===== src/rtl/fifo_rd_stream_pkg.sv =====
// Shared definitions for the FIFO read-side stream stage: default width, skid-buffer
// occupancy encodings and the width used for read-credit arithmetic.
package fifo_rd_stream_pkg;

   localparam int unsigned DATA_W_DEF = 32;

   // Holds 2 + pop (max 3) and level + inflight (max 3) without wrap.
   localparam int unsigned CREDIT_W = 3;

   typedef enum logic [1:0] {
      LVL_EMPTY = 2'd0,
      LVL_ONE   = 2'd1,
      LVL_TWO   = 2'd2
   } lvl_e;

endpackage


===== src/rtl/fifo_rd_stream_skid2.sv =====
// Two-entry skid buffer with a push/pop interface; e0 is always the head of the stream.
module fifo_rd_stream_skid2
   import fifo_rd_stream_pkg::*;
#(
   parameter int unsigned DATA_W = DATA_W_DEF
) (
   input  logic              i_clk,
   input  logic              i_rst,
   input  logic              i_push,
   input  logic [DATA_W-1:0] i_push_data,
   input  logic              i_pop,
   output logic              o_valid,
   output logic [DATA_W-1:0] o_data,
   output logic [1:0]        o_level
);

   lvl_e              state_q, state_d;
   logic [DATA_W-1:0] e0_q, e0_d;
   logic [DATA_W-1:0] e1_q, e1_d;

   always_ff @(posedge i_clk or posedge i_rst) begin
      if (i_rst) begin
         state_q <= LVL_EMPTY;
         e0_q    <= '0;
         e1_q    <= '0;
      end else begin
         state_q <= state_d;
         e0_q    <= e0_d;
         e1_q    <= e1_d;
      end
   end

   always_comb begin
      state_d = state_q;
      e0_d    = e0_q;
      e1_d    = e1_q;
      case (state_q)
         LVL_EMPTY: begin
            if (i_push) begin
               state_d = LVL_ONE;
               e0_d    = i_push_data;
            end
         end
         LVL_ONE: begin
            if (i_push && i_pop) begin
               e0_d = i_push_data;
            end else if (i_push) begin
               state_d = LVL_TWO;
               e1_d    = i_push_data;
            end else if (i_pop) begin
               state_d = LVL_EMPTY;
            end
         end
         LVL_TWO: begin
            // Upstream credit guarantees no push here without a matching pop.
            if (i_pop) begin
               e0_d = e1_q;
               if (i_push) begin
                  e1_d = i_push_data;
               end else begin
                  state_d = LVL_ONE;
               end
            end
         end
         default: state_d = LVL_EMPTY;
      endcase
   end

   assign o_valid = (state_q != LVL_EMPTY);
   assign o_data  = e0_q;
   assign o_level = state_q;

endmodule


===== src/rtl/fifo_rd_stream.sv =====
// Drains the FIFO read port into a valid/ready stream; reads are issued only against
// free skid-buffer slots, so one word per cycle is sustained without overflow.
module fifo_rd_stream
   import fifo_rd_stream_pkg::*;
#(
   parameter int unsigned DATA_W = DATA_W_DEF,
   parameter int unsigned CNT_W  = 16
) (
   input  logic              i_clk,
   input  logic              i_rst,
   input  logic              i_fifo_empty,
   output logic              o_fifo_rd,
   input  logic [DATA_W-1:0] i_fifo_rdata,
   output logic              o_valid,
   input  logic              i_ready,
   output logic [DATA_W-1:0] o_data,
   output logic [1:0]        o_level,
   output logic [CNT_W-1:0]  o_words
);

   logic                inflight_q;
   logic                pop;
   logic [CREDIT_W-1:0] credit_avail;
   logic [CREDIT_W-1:0] credit_used;
   logic [CNT_W-1:0]    words_q;

   assign pop = o_valid && i_ready;

   // credit = 2 - level - inflight + pop, evaluated as a compare to stay unsigned.
   assign credit_avail = CREDIT_W'(2) + CREDIT_W'(pop);
   assign credit_used  = CREDIT_W'(o_level) + CREDIT_W'(inflight_q);
   assign o_fifo_rd    = !i_rst && !i_fifo_empty && (credit_avail > credit_used);

   always_ff @(posedge i_clk or posedge i_rst) begin
      if (i_rst) begin
         inflight_q <= 1'b0;
         words_q    <= '0;
      end else begin
         inflight_q <= o_fifo_rd;
         if (pop) begin
            words_q <= words_q + CNT_W'(1);
         end
      end
   end

   assign o_words = words_q;

   fifo_rd_stream_skid2 #(
      .DATA_W (DATA_W)
   ) u_skid (
      .i_clk       (i_clk),
      .i_rst       (i_rst),
      .i_push      (inflight_q),
      .i_push_data (i_fifo_rdata),
      .i_pop       (pop),
      .o_valid     (o_valid),
      .o_data      (o_data),
      .o_level     (o_level)
   );

endmodule


===== config.mk =====
export PLATFORM = sky130hd
export DESIGN_NAME = fifo_rd_stream
export DESIGN_NICKNAME = d
export VERILOG_FILES = /design/src/rtl/fifo_rd_stream_pkg.sv /design/src/rtl/fifo_rd_stream_skid2.sv /design/src/rtl/fifo_rd_stream.sv
export SDC_FILE = /design/constraint.sdc
export NUM_CORES = 1
export LEC_CHECK = 0
export ABC_AREA = 0
export CELL_PAD_IN_SITES_DETAIL_PLACEMENT = 0
export CELL_PAD_IN_SITES_GLOBAL_PLACEMENT = 1
export CORE_ASPECT_RATIO = 0.7
export CORE_MARGIN = 8
export CORE_UTILIZATION = 38
export CTS_CLUSTER_SIZE = 12
export DETAILED_ROUTE_END_ITERATION = 10
export GPL_TIMING_DRIVEN = 0
export MAX_ROUTING_LAYER = met4
export PLACE_DENSITY = 0.84
export SLEW_MARGIN = 30
export SYNTH_ARGS = -nofsm -noshare
export SYNTH_HDL_FRONTEND = slang
export SYNTH_SLANG_ARGS = --single-unit

===== constraint.sdc =====
create_clock -name i_clk -period 3.1 [get_ports i_clk]
set_input_delay 0.465 -clock i_clk [delete_from_list [all_inputs] [get_ports i_clk]]
set_output_delay 0.465 -clock i_clk [all_outputs]
set_load 0.05 [all_outputs]

---- Word level (Yosys, flattened, before mapping) ----
Index checks and enable logic that the tools add are counted.
storage, ports and cells
  bits in registers ....................... 83
  input bits .............................. 36
  output and inout bits ................... 52
operators by class
  add/subtract/negate cells ............... 3
  $lt $le $gt $ge ......................... 1
  eq/ne operators ......................... 8
  mux-type cells .......................... 15
  reduce and logical (&&, ||, !) cells .... 13
operator list
  operator                 count
  $mux W32                 6
  $pmux W32 S3             1
  $pmux W32 S2             1
  $add A16 B1 Y16 const B  1
  $mux W2                  6
  $ne A2 B2 Y1 const B     4
  $pmux W2 S3              1
  $reduce_and A5 Y1        1
  $logic_and A1 B1 Y1      4
  $reduce_and A4 Y1        1
  $reduce_bool A2 Y1       2
  $add A2 B1 Y3            1
  $add A2 B1 Y3 const A    1
  $gt A3 B3 Y1             1
  $ne A3 B3 Y1 const B     1
  $reduce_and A3 Y1        1
  $reduce_bool A3 Y1       1
  $eq A2 B1 Y1 const B     1
  $eq A2 B2 Y1 const B     1
  $logic_not A1 Y1         2
  $logic_not A2 Y1         1
  $ne A2 B1 Y1 const B     1

---- Longest topological paths before layout ----
  depth in word-level cells ............... 6
  mapped depth ............................ 8
  gate-level depth less buffers ........... 7

---- By module ----
A second synthesis with hierarchy kept.
unflattened totals
  cells, all modules ...................... 266
  area total of the unflattened synthesis .. 4053.9 sq um
modules (own cells, without submodules)
  module                times used  cells each  area each (sq um)
  fifo_rd_stream_skid2  1           189         3206.8
  fifo_rd_stream        1           77          847.1

---- Worst setup path before layout ----
Ideal clock, no wire load.
  path type ............................... register to output
  start ................................... register u_skid.state_q[1], in the netlist u_skid.o_level[1]
  end ..................................... output port o_fifo_rd
  arrival ................................. 3.324 ns
  data required time ...................... 2.635 ns
  slack ................................... -0.689 ns
  cell stages (with the launch flop) ...... 8
  buffers on the path ..................... 1
  path through ............................ dfrtp_1 buf_4 or2_4 and2_4 inv_4 ha_1 and3b_1 nor4_1
between the ends
  word-level cells in the longest chain between the ends .. 5
ends and longest elaborated chain
  what                      line                        RTL
  start: declaration        fifo_rd_stream_skid2.sv:17  lvl_e state_q, state_d;
  start signal: assignment  fifo_rd_stream_skid2.sv:27  state_q <= state_d;
  $reduce_bool A2 Y1        fifo_rd_stream_skid2.sv:69  assign o_valid = (state_q != LVL_EMPTY);
  net o_valid               fifo_rd_stream.sv:14        output logic o_valid,
  $logic_and A1 B1 Y1       fifo_rd_stream.sv:27        assign pop = o_valid && i_ready;
  $add A2 B1 Y3             fifo_rd_stream.sv:30        assign credit_avail = CREDIT_W'(2) + CREDIT_W'(pop);
  $gt A3 B3 Y1              fifo_rd_stream.sv:32        assign o_fifo_rd = !i_rst && !i_fifo_empty && (credit_avail > credit_used);
  $logic_and A1 B1 Y1       fifo_rd_stream.sv:32
  end: declaration          fifo_rd_stream.sv:12        output logic o_fifo_rd,
The timed path passes the listed nets, and every way through them passes these cells.

---- Worst setup path in the final report ----
  start ................................... register u_skid.state_q[1], in the netlist u_skid.o_level[1]
  end ..................................... output port o_fifo_rd
between the ends
  word-level cells in the longest chain between the ends .. 5
ends and longest elaborated chain
  what                     line
  $reduce_bool A2 Y1       fifo_rd_stream_skid2.sv:69
  $logic_and A1 B1 Y1      fifo_rd_stream.sv:27
  $add A2 B1 Y3            fifo_rd_stream.sv:30
  $gt A3 B3 Y1 (*)         fifo_rd_stream.sv:32
  $logic_and A1 B1 Y1 (*)  fifo_rd_stream.sv:32
Every way passes the cells marked *; elsewhere a longest branch is shown, timed or not.

==> summary.md <==
| Metric | Value |
|---|---|
| Synthesized netlist net count | `373` |
| Filler cells | `821` |
| MaxCap Viol Count | `0` |
| Number of H-tree branching levels | `3` |
| Final period util | `95.6%` |
| Total of endpoints with negative setup slack in the final report | `0` |
| Post-route worst setup slack | `136 ps` |
| Yosys cell types | `34` |
| Max Clk Rate | `0.337 GHz` |
| Sequential-to-total area share from yosys stat | `between 50% and 60%` |
| Worst IR Drop VDD | `0.574 mV` |
| Share of layout cells above drive strength 1 | `under 10%` |
| Source of the critical timing path | `u_skid.o_level[1]` |
| DRC marker count from the first detailed-route iteration | `116` |
| Worst EP required | `2630 ps` |
| Global Route Usage Sum | `roughly 14%` |
| Postcts setup bufs | `0` |
| Final hold vios | `0` |
| Worst skew pair latency | `330 ps` |
| Final wirelength | `8710 µm` |
| Footprint of the multi-input gates | `1410 µm²` |
| CTS Buf Count | `9` |
| Worst hold margin | `~480 ps` |
| P_leak | `~2.1 nW` |
| Clock root cell | `clkbuf_16` |
| Clock-pin transition on the worst setup and hold timing paths | `50 ps` |
| Clock skew after layout | `just over 6 ps` |
| Reg2Reg Setup Slack | `1200 ps` |
| Hold Startpoint | `o_words[15]` |
| First-pass GRT wire length | `14500 µm` |
| Reg-to-Reg Start | `u_skid.o_level[1]` |
| Effective utilization at floorplan | `39.5%` |
| Final design utilization | `54.4%` |
| Count of nets after finishing | `472` |
| Leading cell type in the layout, fill and taps excluded | `clkdlybuf4s50_1` |
| Cell count after synthesis | `about 330` |
| Total Power Consumption | `0.00517 W` |
| Residual DRC | `0` |
| Vias in the first global route | `2779` |
| Number of top-level pins | `88` |
| Core area | `just over 9000 µm²` |
| Clock net sink count | `83` |
| WP data arrival | `2500 ps` |
| Tightest Pin Transition | `583 ps` |
| Critical Setup Path Class | `register to output port` |
| Yosys synthesis warning count | `0` |
| Area overhead of the layout relative to synthesis | `37.7%` |
| TNS Setup | `0 ps` |
| Maximum number of pins on one net before global-route repair | `46` |
| Sum of net half-perimeters after detailed placement | `between 6000 and 7000 µm` |
| Final global-route overflow total | `0` |
| Setup repair after global routing missed its margin | `no` |
| Status | `complete, no violations` |
| Final slew viol count | `0` |
| Avg Vias per Cell | `just under 5` |
| Worst slack at placement | `-199 ps` |
| Average instance area after synthesis | `10.9 µm²` |
| Number of register bits inferred by synthesis | `83` |
| Number of cells traversed by the worst register-to-register path | `7` |
| Power Dens Cells | `between 1000 and 1500 nW/µm²` |
| Total Die Area | `12900 µm²` |
| Die extent in y | `97.6 µm` |
| Per-cell routed wire length | `15.6 µm` |
| Cell depth of the worst hold path | `1` |
| Worst-case headroom to the max-slew limit | `between 60 and 70%` |
| Commonest cells after routing, fill and taps aside | `86 x clkdlybuf4s50_1, 83 x dfrtp_1, 73 x nand2_1` |
| Worst hold path type | `register to register` |
| Horiz. Die Dim | `approximately 130 µm` |
| TritonCTS clock tree | `built` |
| Synth Cell Area | `approximately 3600 µm²` |
| Maximum clock insertion buffer count | `2` |
| Worst Setup Start Kind | `register` |
| First drt pass iteration count | `4` |
| Port Buffers | `87` |
| Hold buffer count at CTS | `0` |
| Final estimated routing congestion in global placement | `about 0.73` |
| Shortest clock period the worst path allows after layout | `2960 ps` |
| Number of antenna violations at the first check in global routing | `0` |
| Number of core rows | `29` |
| Antenna-violating nets left | `0` |
| Endpoint kind of the worst setup timing path | `output port` |
| Highest fanout seen on the critical path | `8` |
| Area of all sequential standard cells | `2080 µm²` |
| DR vias | `between 2000 and 3000` |
| Antenna Cells | `0` |
-- metrics by stage --
step / instances / cell area (µm²)
3_3_place_gp: 543 / 4650
6_report: 559 / 4970
3_5_place_dp: 544 / 4680
4_1_cts: 559 / 4970
5_1_grt: 559 / 4970
2_1_floorplan: 332 / 3630
-- power by group --
part / leakage, nW / switching (W) / internal (W)
sequential: 0.994 / 0.000285 / 0.00154
clock: 0.146 / 0.000397 / 0.000663
combinational: 1.00 / 0.00145 / 0.000830
-- worst max-delay path, cell delays in order, from the launching register on --
cell and delay, ps:
dfrtp_1 410, buf_4 180, or2_4 250, and2_4 180, inv_4 110, ha_1 230
and3b_1 210, nor4_4 190, clkdlybuf4s15_2 420
-- metal layers --
layer  global-route usage [%]  part of all wire, %  vias to the layer above
li1                         -                    -                     1323
met1                     19.1                   50                     1321
met2                     19.5                   43                       72
met3                     5.32                  6.0                        9
met4                     4.00                 0.80                        0
met5                        -                    0                        -
-- worst paths after layout --
path	endpoint
worst max-delay path	o_fifo_rd
worst min register to register	o_words[15]
worst min-delay path	o_words[15]
max in group asynchronous	u_skid.e1_q[17]
worst max register to register	u_skid.e1_q[19]
min in group asynchronous	o_words[10]
-- layout make-up --
class                           count  share of cell area (%)
Tap cell                          124                    3.12
Inverter                            8                   0.755
Clock inverter                      2                   0.704
Buffer                             19                    2.16
Sequential cell                    83                    41.8
Clock buffer                       13                    5.23
Timing Repair Buffer               88                    17.9
Multi-Input combinational cell    222                    28.3
-- sequential cells by signal, indices dropped and copies added (netlist names) --
register,count
inflight_q,1
u_skid.e1_q,32
u_skid.o_data,32
o_words,16
u_skid.o_level,2
-- cells in the mapped netlist --
| cell | number | share of area (%) |
|---|---|---|
| xnor2_1 | 12 | 2.9 |
| o32ai_1 | 1 | 0.24 |
| or2_4 | 1 | 0.24 |
| nand3_1 | 3 | 0.42 |
| mux2_2 | 2 | 0.62 |
| nor2_1 | 37 | 3.8 |
| o22ai_2 | 1 | 0.35 |
| and3b_1 | 1 | 0.24 |
| a32o_1 | 1 | 0.28 |
| xor2_1 | 3 | 0.73 |
| dfrtp_1 | 83 | 57 |
| buf_6 | 3 | 0.94 |
| or2_2 | 1 | 0.17 |
| mux2_1 | 30 | 9.4 |
| a31oi_1 | 32 | 5.5 |
| clkbuf_1 | 7 | 0.73 |
| nand2_2 | 1 | 0.17 |
| buf_4 | 1 | 0.21 |
| nor4_4 | 2 | 1.2 |
| inv_1 | 7 | 0.73 |
| nor2b_1 | 1 | 0.17 |
| and4_1 | 2 | 0.49 |
| a21oi_1 | 2 | 0.28 |
| o22ai_1 | 1 | 0.17 |
| nor4_1 | 1 | 0.17 |
| buf_2 | 8 | 1.1 |
| nand4_1 | 4 | 0.69 |
| mux2i_1 | 1 | 0.28 |
| inv_4 | 1 | 0.17 |
| and2_1 | 1 | 0.17 |
| and2_4 | 1 | 0.24 |
| nand2_1 | 73 | 7.6 |
| ha_1 | 5 | 1.7 |
| nand2b_1 | 2 | 0.35 |
-- cells by family after synthesis --
logic type	count (synthesis)	share of synthesized area [%]
AOI/OAI and AO/OA	38	6.86
and+or+nand+nor	131	16.1
xor gates and xnor gates	15	3.64
muxes	33	10.3
DFF	83	57.5
adders and majority gates	5	1.73
buffers and inverters	27	3.88
-- repair_timing --
item	CTS	global route
resized for setup	3	0
endpoints found under the hold margin	0	0
endpoints found under the setup margin	1	0
(Power assumes the default switching activity.)
